## config.mk

```make
export PLATFORM = sky130hd
export DESIGN_NAME = input_data_flat
export DESIGN_NICKNAME = d
export VERILOG_FILES = /design/src/rtl/input_data_if.sv /design/src/rtl/input_data.sv /design/src/flat_wrapper.sv
export SDC_FILE = /design/constraint.sdc
export NUM_CORES = 1
export LEC_CHECK = 0
export ABC_AREA = 1
export CORE_ASPECT_RATIO = 2
export CORE_MARGIN = 8
export CORE_UTILIZATION = 58
export DETAILED_ROUTE_END_ITERATION = 10
export PLACE_DENSITY_LB_ADDON = 0.08
export SLEW_MARGIN = 15
export SYNTH_ARGS = -nofsm -noshare
export SYNTH_HDL_FRONTEND = slang
export SYNTH_SLANG_ARGS = --single-unit
```

## constraint.sdc

```tcl
create_clock -name clock -period 3.2 [get_ports clock]
set_input_delay 0.32 -clock clock [delete_from_list [all_inputs] [get_ports clock]]
set_output_delay 0.32 -clock clock [all_outputs]
set_load 0.05 [all_outputs]
```

## src/rtl/input_data_if.sv

```systemverilog
// Operator-input bus: raw switch/button levels and the processor read handshake.
interface input_data_if #(
    parameter int unsigned SWITCH_WIDTH = 16
);
    logic [SWITCH_WIDTH-1:0] switches;
    logic                    enter_button;
    logic                    read_request;
    logic [31:0]             data_output;
    logic                    data_valid;
    logic                    stall;
    logic                    overrun;
    logic [1:0]              buffer_count;

    // Operator/processor side drives the raw inputs and the read request.
    modport master (
        output switches, enter_button, read_request,
        input  data_output, data_valid, stall, overrun, buffer_count
    );

    // Controller side.
    modport slave (
        input  switches, enter_button, read_request,
        output data_output, data_valid, stall, overrun, buffer_count
    );
endinterface

```

## src/rtl/input_data.sv

```systemverilog
// Operator-input controller: debounces the enter button, samples the switches on
// each accepted press and queues the word in a 2-entry FIFO popped by the processor.
module input_data #(
    parameter int unsigned DEBOUNCE_CYCLES = 250000,
    parameter int unsigned SWITCH_WIDTH    = 16
) (
    input logic          clock,
    input logic          reset,
    input_data_if.slave  bus
);
    localparam int unsigned CNT_W  = (DEBOUNCE_CYCLES > 1) ? $clog2(DEBOUNCE_CYCLES) : 1;
    localparam int unsigned DATA_W = 32;
    localparam logic [CNT_W-1:0] DB_LAST = CNT_W'(DEBOUNCE_CYCLES - 1);

    logic                    btn_sync1_q, btn_sync1_d;
    logic                    btn_sync2_q, btn_sync2_d;
    logic [SWITCH_WIDTH-1:0] sw_sync1_q, sw_sync1_d;
    logic [SWITCH_WIDTH-1:0] sw_sync2_q, sw_sync2_d;
    logic                    stable_q, stable_d;
    logic                    stable_dly_q, stable_dly_d;
    logic [CNT_W-1:0]        db_count_q, db_count_d;
    logic                    capture_q, capture_d;
    logic [SWITCH_WIDTH-1:0] mem_q [2];
    logic [SWITCH_WIDTH-1:0] mem_d [2];
    logic                    head_q, head_d;
    logic                    tail_q, tail_d;
    logic [1:0]              count_q, count_d;
    logic                    overrun_q, overrun_d;

    logic                    pop_c;
    logic                    push_c;
    logic [SWITCH_WIDTH-1:0] head_word_c;

    // Next-state: synchronizers, debounce, edge detect and FIFO bookkeeping.
    always_comb begin
        btn_sync1_d  = bus.enter_button;
        btn_sync2_d  = btn_sync1_q;
        sw_sync1_d   = bus.switches;
        sw_sync2_d   = sw_sync1_q;
        stable_d     = stable_q;
        db_count_d   = db_count_q;
        stable_dly_d = stable_q;
        capture_d    = stable_q & ~stable_dly_q;
        mem_d        = mem_q;
        head_d       = head_q;
        tail_d       = tail_q;
        count_d      = count_q;
        overrun_d    = overrun_q;

        // Any return to the accepted level restarts the stability count.
        if (btn_sync2_q == stable_q) begin
            db_count_d = '0;
        end else if (db_count_q == DB_LAST) begin
            stable_d   = btn_sync2_q;
            db_count_d = '0;
        end else begin
            db_count_d = db_count_q + CNT_W'(1);
        end

        pop_c  = bus.read_request && (count_q != 2'd0);
        push_c = capture_q && ((count_q != 2'd2) || pop_c);

        if (push_c) begin
            mem_d[tail_q] = sw_sync2_q;
            tail_d        = ~tail_q;
        end
        if (capture_q && !push_c) begin
            overrun_d = 1'b1;
        end
        if (pop_c) begin
            head_d = ~head_q;
        end
        count_d = count_q + 2'(push_c) - 2'(pop_c);
    end

    always_ff @(posedge clock) begin
        if (reset) begin
            btn_sync1_q  <= 1'b0;
            btn_sync2_q  <= 1'b0;
            sw_sync1_q   <= '0;
            sw_sync2_q   <= '0;
            stable_q     <= 1'b0;
            stable_dly_q <= 1'b0;
            db_count_q   <= '0;
            capture_q    <= 1'b0;
            mem_q        <= '{default: '0};
            head_q       <= 1'b0;
            tail_q       <= 1'b0;
            count_q      <= 2'd0;
            overrun_q    <= 1'b0;
        end else begin
            btn_sync1_q  <= btn_sync1_d;
            btn_sync2_q  <= btn_sync2_d;
            sw_sync1_q   <= sw_sync1_d;
            sw_sync2_q   <= sw_sync2_d;
            stable_q     <= stable_d;
            stable_dly_q <= stable_dly_d;
            db_count_q   <= db_count_d;
            capture_q    <= capture_d;
            mem_q        <= mem_d;
            head_q       <= head_d;
            tail_q       <= tail_d;
            count_q      <= count_d;
            overrun_q    <= overrun_d;
        end
    end

    // Head entry is presented combinationally so the processor consumes it in the pop cycle.
    assign head_word_c      = mem_q[head_q];
    assign bus.data_output  = (count_q == 2'd0) ? '0 : DATA_W'(signed'(head_word_c));
    assign bus.data_valid   = (count_q != 2'd0);
    assign bus.buffer_count = count_q;
    assign bus.overrun      = overrun_q;
    assign bus.stall        = !reset && bus.read_request && (count_q == 2'd0);

endmodule

```

## src/flat_wrapper.sv

```systemverilog
// flat-port wrapper written by rule: the top's interface ports become plain ports
module input_data_flat 
#(
    parameter int unsigned DEBOUNCE_CYCLES = 250000,
    parameter int unsigned SWITCH_WIDTH    = 16
)
  (clock, reset, bus_switches, bus_enter_button, bus_read_request, bus_data_output, bus_data_valid, bus_stall, bus_overrun, bus_buffer_count);
  input_data_if #(.SWITCH_WIDTH(SWITCH_WIDTH)) bus_i ();
  input logic clock;
  input logic reset;
  input wire logic [$bits(bus_i.switches)-1:0] bus_switches;
  input wire logic [$bits(bus_i.enter_button)-1:0] bus_enter_button;
  input wire logic [$bits(bus_i.read_request)-1:0] bus_read_request;
  output wire logic [$bits(bus_i.data_output)-1:0] bus_data_output;
  output wire logic [$bits(bus_i.data_valid)-1:0] bus_data_valid;
  output wire logic [$bits(bus_i.stall)-1:0] bus_stall;
  output wire logic [$bits(bus_i.overrun)-1:0] bus_overrun;
  output wire logic [$bits(bus_i.buffer_count)-1:0] bus_buffer_count;
  assign bus_i.switches = bus_switches;
  assign bus_i.enter_button = bus_enter_button;
  assign bus_i.read_request = bus_read_request;
  assign bus_data_output = bus_i.data_output;
  assign bus_data_valid = bus_i.data_valid;
  assign bus_stall = bus_i.stall;
  assign bus_overrun = bus_i.overrun;
  assign bus_buffer_count = bus_i.buffer_count;
  input_data #(.DEBOUNCE_CYCLES(DEBOUNCE_CYCLES), .SWITCH_WIDTH(SWITCH_WIDTH)) u_core (.clock(clock), .reset(reset), .bus(bus_i));
endmodule
```

Word level (Yosys, flattened, before mapping)

Index checks and enable logic that the tools add are counted.

Register bits: 92
Output and inout bits: 37
Word-level logic and storage cells: 50

$add $sub $neg: 3
$lt $le $gt $ge: 3
Equality and inequality tests: 3
Mux-type cells: 7
Bitwise operators: 7
Reduce and logical (&&, ||, !) cells: 13

Operator list:

| cell                                                                          | count |
|---|---|
| 16-bit 2-to-1 mux                                                             | 4 |
| 32-bit bitwise mux                                                            | 1 |
| 32-bit 2-to-1 mux                                                             | 1 |
| 18-bit by 1-bit adder with 18-bit output (second input constant)              | 1 |
| 18-bit == test (second input constant)                                        | 1 |
| 16-bit demux with 1-bit select                                                | 1 |
| 1-bit logical AND                                                             | 6 |
| 2-bit >= comparator (second input constant)                                   | 2 |
| 1-bit inverter                                                                | 4 |
| 1-bit inverter with 2-bit output                                              | 2 |
| 3-bit OR reduction                                                            | 1 |
| 2-bit by 1-bit adder with 2-bit output                                        | 1 |
| 1-bit zero test                                                               | 2 |
| 2-bit zero test                                                               | 1 |
| 2-bit by 1-bit less-than comparator with 1-bit output (second input constant) | 1 |
| 2-bit != test (second input constant)                                         | 1 |
| 2-bit AND reduction                                                           | 1 |
| 2-bit nonzero test                                                            | 1 |
| 2-bit by 1-bit subtractor with 2-bit output                                   | 1 |
| 1-bit AND                                                                     | 1 |
| 1-bit == test                                                                 | 1 |
| 1-bit logical OR                                                              | 1 |

Longest topological paths before layout

Depth in word-level cells: 6
Depth in mapped cells: 10
Gate-level depth less buffers: 10

Worst setup path before layout

No wires, ideal clock.

Kind: register to output
Start: reg u_core.count_q[1], in the netlist u_core.bus.buffer_count[1]
End: out bus_data_output[16]
Arrival time: 2.706 ns
Setup slack: 0.174 ns
Cell stages (with the launch flop): 6
Path through: dfxtp_1 -> nor2_1 -> clkinv_1 -> o21ai_0 -> a21oi_1 -> buf_4

Cells in the longest elaborated chain, start to end: 2

RTL lines:

| what                   | line               | RTL |
|---|---|---|
| start, declared        | input_data.sv:27   | `logic [1:0] count_q, count_d;` |
| start signal, assigned | input_data.sv:103  | `count_q <= count_d;` |
| 2-bit zero test        | input_data.sv:110  | `assign bus.data_output = (count_q == 2'd0) ? '0 : DATA_W'(signed'(head_word_c));` |
| 32-bit 2-to-1 mux      | input_data.sv:110  |  |
| end, declared          | flat_wrapper.sv:14 | `output wire logic [$bits(bus_i.data_output)-1:0] bus_data_output;` |

Every way passes these cells.

Worst setup path after layout

Start: reg u_core.head_q
End: out bus_data_output[5]

Cells in the longest elaborated chain, start to end: 5

RTL lines:

| what                                                   | line              | RTL |
|---|---|---|
| start, declared                                        | input_data.sv:25  | `logic head_q, head_d;` |
| start signal, assigned                                 | input_data.sv:87  | `head_q <= 1'b0;` |
| start signal, assigned                                 | input_data.sv:101 | `head_q <= head_d;` |
| 1-bit inverter with 2-bit output (not written as such) | input_data.sv:109 | `assign head_word_c = mem_q[head_q];` |
| 16-bit 2-to-1 mux (not written as such) (3 in series)  | input_data.sv:109 |  |
| 32-bit 2-to-1 mux                                      | input_data.sv:110 |  |

Every way passes these cells. The select of a mux whose other input is x is not followed.

==> run summary <==
TIMING
----------------------------------------------------------------------------------------
Transition at the pin with the smallest max-transition slack                      569 ps
Setup TNS after final layout                                                        0 ps
Portion of the clock cycle consumed by the worst path in the final layout          82.9%
Setup skew after layout                                                          5.97 ps
Number of failing setup endpoints in the final timing report                           0
Worst slew margin relative to its limit                                            62.0%
Hold violation total from the final report                                             0
FMAX                                                                           0.377 GHz
Number of max-slew violations in the final report                                      0
Setup repair after global routing missed its margin                                   no
Fin crit period                                                                  2650 ps

GLOBAL ROUTING
----------------------------------------------------------------------------------------
Global Route Usage Sum                                                             16.1%
Vias in the first global route                                                     2,793
Antenna violations before repair                                                       0
Wire length of the first global-routing pass                                   12,300 µm
Overflow after GRT                                                                     0
Pin count of the biggest net entering global routing                                  40

PWR
----------------------------------------------------------------------------------------
Power Dens Cells                                                              534 nW/µm²
Leak pwr                                                                         1.83 nW
Peak supply drop                                                                  421 µV
Total design power                                                               2.42 mW

PLACED DESIGN
----------------------------------------------------------------------------------------
Instance count after placement with tap cells included                               622
Port Buffer Count                                                                     56
Routability Congestion                                                             0.873
Cell area reported after detailed placement                                     4250 µm²
HPWL after DPL                                                                   5140 µm

ROUTING
----------------------------------------------------------------------------------------
Vias per Instance                                                                   4.78
Wire length per cell after detailed routing                                      11.5 µm
Final wirelength                                                                 7340 µm
Iteration-0 DRC Markers                                                              184
Antenna viol nets, final                                                               0
First-pass iteration count of the detailed router                                      4
Post-route DRC                                                                         0
Number of vias after detailed routing                                              3,052

LOGIC SYNTHESIS
----------------------------------------------------------------------------------------
Most frequent cells after synthesis                                         sky130_fd_sc_hd__dfxtp_1, sky130_fd_sc_hd__nor2_1, sky130_fd_sc_hd__inv_1
Syn_area_per_cell                                                               7.52 µm²
YS warnings                                                                            0
Post-synth EDFFs                                                                       0
Most repeated cell in the gate-level netlist after synthesis                sky130_fd_sc_hd__dfxtp_1
Flip-flop cell with the highest count after synthesis                       sky130_fd_sc_hd__dfxtp_1
Leading post-synthesis cells by cell area                                   sky130_fd_sc_hd__dfxtp_1, sky130_fd_sc_hd__nor2_1, sky130_fd_sc_hd__inv_1
Post-synth ARST share                                                                 0%
Cell taking the most area after synthesis                                   sky130_fd_sc_hd__dfxtp_1
Post-synthesis register bit count                                                     92
Area share of the largest cell type after synthesis                                48.1%
Cells after Synth                                                                    509
Part of the Yosys area used for sequential elements                                48.1%
Distinct cell type count after synthesis                                              31
Combined area of all synthesized cells                                          3830 µm²
Nets in the synthesized netlist                                                      532

DIE
----------------------------------------------------------------------------------------
Die Y-Extent                                                                      131 µm
Site Rows                                                                             42
Number of I/O pins                                                                    57
Horizontal extent of the die                                                     73.4 µm
CORE AREA                                                                       6520 µm²
Initial cell density of the core                                                   58.7%
Total die area                                                                  9610 µm²

CTS
----------------------------------------------------------------------------------------
Worst-case clock buffer depth                                                          2
Setup repair bufs after CTS                                                            0
Depth of the CTS H-tree                                                                3
Total clock buffers created by CTS                                                     9
Hold Buf Count CTS                                                                     0
Reg clk slew, reported paths                                                       70 ps
Number of cells upsized or downsized after cts                                         0
Worst-Skew Late Latency                                                           340 ps
Clock root buffer                                                           sky130_fd_sc_hd__clkbuf_16
TritonCTS clock tree                                                                 yes
TritonCTS Sinks                                                                       92

FINAL LAYOUT
----------------------------------------------------------------------------------------
Final standard cell count with taps included and fillers excluded                    638
Fill cell instance count of the final layout                                         630
Area delta synth->final                                                            18.3%
Share of final-layout standard cells stronger than drive strength 1                11.8%
Layout net count                                                                     568
Final design utilization                                                           69.5%
Total non-filler cell area in the finished layout                               4530 µm²
Antenna diode count                                                                    0
Area of the multi-input gates                                                   1440 µm²
Sequential cell area                                                            1840 µm²

RUN STATUS
----------------------------------------------------------------------------------------
Status                                                                         completed

WORST SETUP PATH
----------------------------------------------------------------------------------------
Max incr delay on CP                                                              820 ps
Endpoint arrival time on the critical path                                       2330 ps
Req. time, crit path                                                             2880 ps
Classification of the worst setup path                                           reg2out
Capturing element type of the critical path                                 primary output
Type of element launching the critical path                                         flop
Cell breakdown of the critical path                                         buf_4 > o21ai_0 > a21oi_1 > clkdlybuf4s50_1
Worst-case reg-to-reg path depth                                                      10
Slowest library cell on the worst path                                      sky130_fd_sc_hd__clkdlybuf4s50_1
Worst-path fanout max                                                                 18

WORST HOLD PATH
----------------------------------------------------------------------------------------
Cell depth of the worst min-delay path                                                 2
Worst hold-check path type                                                        in2reg

JOB
----------------------------------------------------------------------------------------
Maximum Capacitance Violations                                                         0

report_power, final:
group	total, mW	internal (mW)	switching [mW]
clock	0.996	0.538	0.458
combinational	0.236	0.0798	0.157
sequential	1.19	1.17	0.0175
worst paths after layout:
kind                                                    to  slack, ps                       start
worst min-delay path                  u_core.sw_sync2_q[4]        360                       reset
worst max register to register  u_core.bus.buffer_count[1]       1160  u_core.bus.buffer_count[1]
worst min register to register            u_core.capture_q        390         u_core.stable_dly_q
worst max-delay path                    bus_data_output[5]        550               u_core.head_q
worst max-delay path, delay by kind of cell, from the launching register on:
kind,cells,cell delay (ps)
buffers and inverters,2,1110
DFF,1,620
AOI/OAI and AO/OA,2,260
flip-flops by register name (all words and copies together), names as in the netlist, 2 cells and up:
register / cells
u_core.bus.buffer_count: 2
u_core.mem_q: 32
u_core.db_count_q: 18
u_core.sw_sync2_q: 16
u_core.sw_sync1_q: 16
layout by cell type (no fill, tap or decap), drive strengths merged:
master	Yosys	layout
or2	1	1
nand3	25	25
nor3	4	4
buf	28	21
clkinvlp	0	2
dfxtp	92	92
inv	83	87
nand3b	1	1
a21oi	42	42
nand2	71	71
nor2	105	105
xnor2	2	2
ha	3	3
o21bai	1	1
nand4	3	3
clkbuf	6	9
clkinv	1	2
o21ai	38	38
clkdlybuf4s50	0	38
xor2	3	3
routing by layer:
layer | vias up | GRT usage, % | wire length, µm
met1 | 1357 | 19.0 | 3370
met4 | 0 | 8.66 | 92
met3 | 6 | 3.82 | 361
met2 | 68 | 26.1 | 3510
met5 | - | 0 | 0
li1 | 1621 | - | -
per-stage QoR:
step / setup slack, ps / hold slack, ps
2_1_floorplan: 174 / 373
3_3_place_gp: 977 / 386
3_5_place_dp: 901 / 391
4_1_cts: 531 / 360
5_1_grt: 422 / 375
6_report: 548 / 361
kinds of logic (layout without fill, tap and decap cells):
| kind of cell | after synthesis | count (layout) | synth area share, % |
|---|---|---|---|
| compound gates | 81 | 81 | 11.3 |
| xor+xnor | 5 | 5 | 1.14 |
| fa+ha+maj | 3 | 3 | 0.981 |
| buf+inv | 118 | 159 | 14.2 |
| flops | 92 | 92 | 48.1 |
| simple gates | 210 | 210 | 24.2 |
layout make-up:
class	instances	share of cell area, %
clock buffers	9	4.97
clock inverters	7	1.27
inverters	84	7.02
multi-input cells	299	31.8
flip-flops and latches	92	40.7
well taps	88	2.43
repair buffers	59	11.8
(Power assumes the default switching activity.)
